===== config.mk =====
export PLATFORM = sky130hd
export DESIGN_NAME = cylon_sequencer
export DESIGN_NICKNAME = d
export VERILOG_FILES = /design/src/rtl/cylon_sequencer.sv
export SDC_FILE = /design/constraint.sdc
export NUM_CORES = 1
export LEC_CHECK = 0
export BUFFER_PORTS_ARGS = -buffer_cell sky130_fd_sc_hd__buf_2
export CORE_UTILIZATION = 60
export DETAILED_ROUTE_END_ITERATION = 16
export GPL_ROUTABILITY_DRIVEN = 1
export GPL_TIMING_DRIVEN = 0
export PLACE_DENSITY = 0.89
export REMOVE_ABC_BUFFERS = 1
export SLEW_MARGIN = 0
export SYNTH_ARGS = -nofsm -noshare
export SYNTH_HDL_FRONTEND = slang
export SYNTH_SLANG_ARGS = --single-unit

===== constraint.sdc =====
create_clock -name clk -period 3.8 [get_ports clk]
set_input_delay 0.95 -clock clk [delete_from_list [all_inputs] [get_ports clk]]
set_output_delay 0.95 -clock clk [all_outputs]
set_load 0.1 [all_outputs]

===== src/rtl/cylon_sequencer.sv =====
// cylon_sequencer
//
// Sweeps a single lit LED back and forth across an LED bar. Each step is
// taken after speed+1 timing pulses, and the lit LED dwells for END_HOLD
// extra steps at each end. When enable drops, the bar walks back down to
// LED 0, then goes dark.
//
// Ports
//   clk     system clock, rising edge
//   rst     synchronous active-high reset
//   pulse   one-cycle timing strobe from pulse_generator
//   enable  1 = run the scanner, 0 = park at LED 0 and stop
//   speed   pulses per step minus one
//   led     one-hot lit position, all-zero when idle
//   dir     0 = moving toward the MSB, 1 = moving toward the LSB
//   at_end  lit LED is at bit 0 or bit N_LEDS-1 while scanning
//   step    one-cycle strobe in the cycle led takes a new step value
//
// State table
//   IDLE | bar dark, pulse counter held at zero
//   UP   | lit LED walking toward the MSB, dwelling at the top
//   DOWN | lit LED walking toward the LSB, dwelling at the bottom
//   PARK | enable dropped; walking down to LED 0, then going dark
module cylon_sequencer #(
    parameter int N_LEDS   = 8,
    parameter int END_HOLD = 1
) (
    input  logic              clk,
    input  logic              rst,
    input  logic              pulse,
    input  logic              enable,
    input  logic [3:0]        speed,
    output logic [N_LEDS-1:0] led,
    output logic              dir,
    output logic              at_end,
    output logic              step
);

    localparam int PW = (N_LEDS > 1) ? $clog2(N_LEDS) : 1;
    localparam logic [PW-1:0] POS_MAX = PW'(N_LEDS - 1);
    localparam logic [3:0]    HOLD    = 4'(END_HOLD);

    typedef enum logic [1:0] {
        IDLE = 2'd0,
        UP   = 2'd1,
        DOWN = 2'd2,
        PARK = 2'd3
    } state_t;

    state_t        state;
    logic [PW-1:0] pos;
    logic [3:0]    pcnt;
    logic [3:0]    hcnt;
    logic          step_evt;

    // The >= compare means that lowering speed mid-count steps on the next pulse
    // instead of wrapping the counter.
    assign step_evt = pulse && (pcnt >= speed);

    function automatic logic [N_LEDS-1:0] onehot(input logic [PW-1:0] p);
        return N_LEDS'(1) << p;
    endfunction

    function automatic logic is_end(input logic [PW-1:0] p);
        return (p == '0) || (p == POS_MAX);
    endfunction

    always_ff @(posedge clk) begin
        if (rst) begin
            state  <= IDLE;
            pos    <= '0;
            pcnt   <= '0;
            hcnt   <= '0;
            led    <= '0;
            dir    <= 1'b0;
            at_end <= 1'b0;
            step   <= 1'b0;
        end else begin
            step <= 1'b0;
            case (state)
                IDLE: begin
                    pcnt <= '0;
                    if (enable) begin
                        state  <= UP;
                        pos    <= '0;
                        hcnt   <= '0;
                        led    <= onehot('0);
                        dir    <= 1'b0;
                        at_end <= 1'b1;
                        step   <= 1'b1;
                    end else begin
                        led    <= '0;
                        dir    <= 1'b0;
                        at_end <= 1'b0;
                    end
                end

                UP: begin
                    // A change of enable wins over a simultaneous step event.
                    if (!enable) begin
                        state  <= PARK;
                        hcnt   <= '0;
                        dir    <= 1'b1;
                        at_end <= 1'b0;
                    end else if (step_evt) begin
                        pcnt <= '0;
                        step <= 1'b1;
                        if (pos != POS_MAX) begin
                            pos    <= pos + 1'b1;
                            led    <= onehot(pos + 1'b1);
                            at_end <= is_end(pos + 1'b1);
                        end else if (hcnt < HOLD) begin
                            hcnt <= hcnt + 1'b1;
                        end else begin
                            hcnt   <= '0;
                            pos    <= pos - 1'b1;
                            state  <= DOWN;
                            led    <= onehot(pos - 1'b1);
                            dir    <= 1'b1;
                            at_end <= is_end(pos - 1'b1);
                        end
                    end else if (pulse) begin
                        pcnt <= pcnt + 1'b1;
                    end
                end

                DOWN: begin
                    if (!enable) begin
                        state  <= PARK;
                        hcnt   <= '0;
                        dir    <= 1'b1;
                        at_end <= 1'b0;
                    end else if (step_evt) begin
                        pcnt <= '0;
                        step <= 1'b1;
                        if (pos != '0) begin
                            pos    <= pos - 1'b1;
                            led    <= onehot(pos - 1'b1);
                            at_end <= is_end(pos - 1'b1);
                        end else if (hcnt < HOLD) begin
                            hcnt <= hcnt + 1'b1;
                        end else begin
                            hcnt   <= '0;
                            pos    <= pos + 1'b1;
                            state  <= UP;
                            led    <= onehot(pos + 1'b1);
                            dir    <= 1'b0;
                            at_end <= is_end(pos + 1'b1);
                        end
                    end else if (pulse) begin
                        pcnt <= pcnt + 1'b1;
                    end
                end

                PARK: begin
                    if (enable) begin
                        state  <= DOWN;
                        dir    <= 1'b1;
                        at_end <= is_end(pos);
                    end else if (step_evt) begin
                        pcnt <= '0;
                        step <= 1'b1;
                        // Parking at LED 0 still takes one step to go dark.
                        if (pos != '0) begin
                            pos <= pos - 1'b1;
                            led <= onehot(pos - 1'b1);
                        end else begin
                            state <= IDLE;
                            led   <= '0;
                            dir   <= 1'b0;
                        end
                    end else if (pulse) begin
                        pcnt <= pcnt + 1'b1;
                    end
                end

                default: begin
                    state <= IDLE;
                end
            endcase
        end
    end

endmodule


==> results.md <==
* Area of all placed cells without fillers at ~2100 µm²
* Commonest register cell after synthesis: dfxtp_1
* Post-synthesis mux area share at between 5 and 6%
* Number of buffers on the longest clock path at 2
* Met2 capacity usage during global routing at approximately two fifths
* Post-synthesis compound-gate area fraction at about a quarter
* Combinational family with the most area after synthesis: compound AO/OA/AOI/OAI gates
* Largest net degree at the start of global routing at 28
* Syn Std Cell Area at around 2000 µm²
* Number of buffers inserted during clock tree synthesis at 3
* Number of buffers inserted by hold repair at cts at 0
* Clock network latency to the later pin of the worst-skew pair at between 0.3 and 0.4 ns
* Half-perimeter wire length after detailed placement at between 3000 and 4000 µm
* Placed cell areas at 2052 µm²
* Setup WS pre-CTS at around 0.42 ns
* Maximum VDD drop at slightly above 0.5 mV
* Vias in the first global route at between 1500 and 2000
* Transition time at the pin with the least slew margin at roughly 1.2 ns
* Vias at approximately 1900
* Layout-stage area growth over the synthesis result at 5.233%
* Row count at 20
* Number of synthesized flops with an enable pin at 0
* Met3 GRT Util at about 4.4%
* Least setup slack across all paths after layout at around 0.65 ns
* Crit path time final at 3.146 ns
* Logic depth of the worst register-to-register path at 7
* H-tree depth at 1
* TritonCTS clock tree: built
* Period utilization at between 80 and 90%
* Leading area contributor after synthesis: dfxtp_1
* Total Negative Setup Slacks at 0 ns
* Total of endpoints with negative setup slack in the final report at 0
* Grt total ovfl at 0
* Post-CTS Repair Setup Buffers at 0
* Simple-gate share of the synthesized area at around a quarter
* Top cell family by delay on the critical path: simple AND/OR/NAND/NOR gates
* Initial drt markers at about 110
* Xor and xnor area share after synthesis at 1.765%
* Syn Inst Count at between 200 and 300
* First-pass GRT wire length at 7265 µm
* TritonRoute pass-1 iters at 4
* Yosys top cell area share at 24.21%
* Busiest metal layer after global routing: met2
* Buffer cell driving the clock tree root: clkbuf_4
* Total stage count of the critical path at 7
* Highest cell delay on the worst timing path at around 0.87 ns
* # Max-Cap Violations at 0
* Slew headroom at around 18%
* Sequential-to-total area share from yosys stat at 24.21%
* Critical Path End Type: register
* Post-synthesis adder-cell area fraction at between 10% and 20%
* F_max at ~320 MHz
* Starting Density at roughly 64%
* Count of pins over their slew limit at 0
* Number of inserted diodes at 0
* Cells traversed along the worst timing path: inv_1 -> ha_1 -> nor2b_1 -> o21ai_0 -> nor3_1 -> or4b_1 -> a221oi_1
* Drt via density at roughly 6.3
* Die span in x at around 60 µm
* Data required, critical path at 4.04 ns
* Leakage power of the design at 0.8277 nW
* IO Pins at 19
* Number of antenna violations at the first check in global routing at 0
* Distinct cells, synth at 51
* Total routing resource utilization after global routing at 26.41%
* Wirelength, routed at around 4400 µm
* Cell Pwr Density at 592.6 nW/µm²
* Final hold vios at 0
* Arrival time worst endpoint at between 3 and 4 ns
* Clk pin slew, worst setup/hold paths at approximately 0.14 ns
* Buffering stage count on the worst path with inverters included at 1
* PortBufs at 18
* Setup skew after layout at 0.007778 ns
* Number of DRC violations after detailed routing at 0
* Min-Delay Path Depth at 2
* Worst-path fanout max at 12
* Cell with the largest stage delay on the worst path: nor2b_1
* Residual antenna-violating net count after detailed routing at 0
* Met1 usage at 35.89%
* Ys async rst share at 0%
* Average wire length per cell after detail routing at roughly 14 µm
* Area of the core region at approximately 3100 µm²
* Die area at 3541 µm²
* Kind of launch point of the worst setup path: register
* Unrepaired setup endpoints after global routing: false
* Crit Path Category: register to register
* Worst Hold Class: register to register
* Die height at ~60 µm
* Routability-driven placement congestion ratio at between 0.9 and 1
* Average cell area after synthesis at 7.662 µm²
* Warnings from Yosys at 0
* Number of sinks handled by clock tree synthesis at 24
* Number of synthesized register bits at 24
* Number of nets in the layout at a little under 300
* Outcome: complete, no violations
* Number of resized instances in the post-cts repair step at 0
* Top area cells in the synthesized netlist: dfxtp_1, ha_1, a21oi_1, o21ai_0, nand2_1
* Share of final-layout standard cells stronger than drive strength 1 at between 10 and 15%
synthesized netlist by cell type, drive strengths merged, types with 2 or more instances:
| library cell | number |
|---|---|
| dfxtp | 24 |
| nand2 | 22 |
| a21oi | 21 |
| nor2 | 19 |
| ha | 18 |
| inv | 18 |
| o21ai | 17 |
| clkbuf | 14 |
| nor2b | 10 |
| mux2 | 8 |
| nor3 | 8 |
| nand3 | 6 |
| buf | 5 |
| nor3b | 5 |
| o211ai | 5 |
| a211o | 4 |
| a31oi | 4 |
| nand2b | 4 |
| or4 | 4 |
| a311oi | 3 |
| nand3b | 3 |
| o22ai | 3 |
| a211oi | 2 |
| a22oi | 2 |
| a32o | 2 |
| and2 | 2 |
| mux2i | 2 |
| o21a | 2 |
| o32ai | 2 |
| or3b | 2 |
| xnor2 | 2 |
| xor2 | 2 |
power by group:
group          internal, mW  total (mW)  switching [mW]
clock                0.0587       0.143          0.0843
combinational         0.243       0.777           0.534
sequential            0.288       0.318          0.0297
total                 0.590        1.24           0.648
metal layers:
metal  part of all wire, %  wire length [µm]  vias to the layer above
met3                   6.2               272                        5
li1                      -                 -                      938
met5                     0                 0                        -
met4                  0.96                42                        0
met1                    46              2013                      920
met2                    47              2048                       69
sequential cells by signal, summed over array words and instances, names as in the netlist:
register / count
hcnt: 4
step: 1
state: 2
pcnt: 4
led: 8
dir: 1
pos: 3
at_end: 1
cells in the final DEF (no fill, tap or decap), drive strengths merged, types with 2 or more instances in the layout:
| cell type | n |
|---|---|
| nor3 | 8 |
| a211oi | 2 |
| xnor2 | 2 |
| inv | 18 |
| nand3 | 6 |
| o211ai | 5 |
| nor2b | 10 |
| dfxtp | 24 |
| or3b | 2 |
| a22oi | 2 |
| a311oi | 3 |
| mux2 | 8 |
| o21ai | 17 |
| o32ai | 2 |
| xor2 | 2 |
| nand3b | 3 |
| clkbuf | 4 |
| a211o | 4 |
| a21oi | 21 |
| nor3b | 5 |
| nand2 | 22 |
| or4 | 4 |
| a31oi | 4 |
| nand2b | 4 |
| buf | 18 |
| and2 | 2 |
| a32o | 2 |
| ha | 18 |
| o21a | 2 |
| mux2i | 2 |
| nor2 | 19 |
| o22ai | 3 |
final cells by class:
| class | instances | area, µm² |
|---|---|---|
| clock buffer | 4 | 36.28 |
| fill | 300 | 1015 |
| inverter | 18 | 67.56 |
| multi-input combinational | 198 | 1359 |
| sequential | 24 | 480.5 |
| tap | 44 | 55.05 |
| timing repair buffer | 18 | 90.09 |
through the flow:
stage,hold WS (ns),instances,power [mW],utilization [%]
after floorplan,0.4488,240,0.9348,-
after global placement,0.4555,302,1.069,66.13
after detailed placement,0.4633,302,1.087,66.13
after CTS,0.4813,306,1.227,67.30
after global routing,0.4965,306,1.322,67.30
final,0.4772,306,1.237,67.30
worst paths after layout:
path / slack [ns] / startpoint / endpoint
setup / recovery: 0.65 / pos[0]$_SDFFE_PP0P_ / state[0]$_SDFFE_PP0P_
hold / removal: 0.48 / led[7]$_SDFFE_PP0P_ / led[7]$_SDFFE_PP0P_
hold reg to reg: 0.48 / led[7]$_SDFFE_PP0P_ / led[7]$_SDFFE_PP0P_
setup reg to reg: 0.65 / pos[0]$_SDFFE_PP0P_ / state[0]$_SDFFE_PP0P_
worst reg2reg max path: stages (launching register included):
cell and delay [ns]:
dfxtp_1 0.38, inv_1 0.14, ha_1 0.42, nor2b_1 0.87, o21ai_0 0.23, nor3_1 0.20, or4b_1 0.52, a221oi_1 0.31
cells by family (layout without fill, tap and decap cells):
family          count (synthesis)  after routing
compound gates                 76             76
xor+xnor                        4              4
fa+ha+maj                      18             18
buf+inv                        37             40
flops                          24             24
mux                            10             10
simple gates                   90             90
Power figures use the tool's default switching activity.
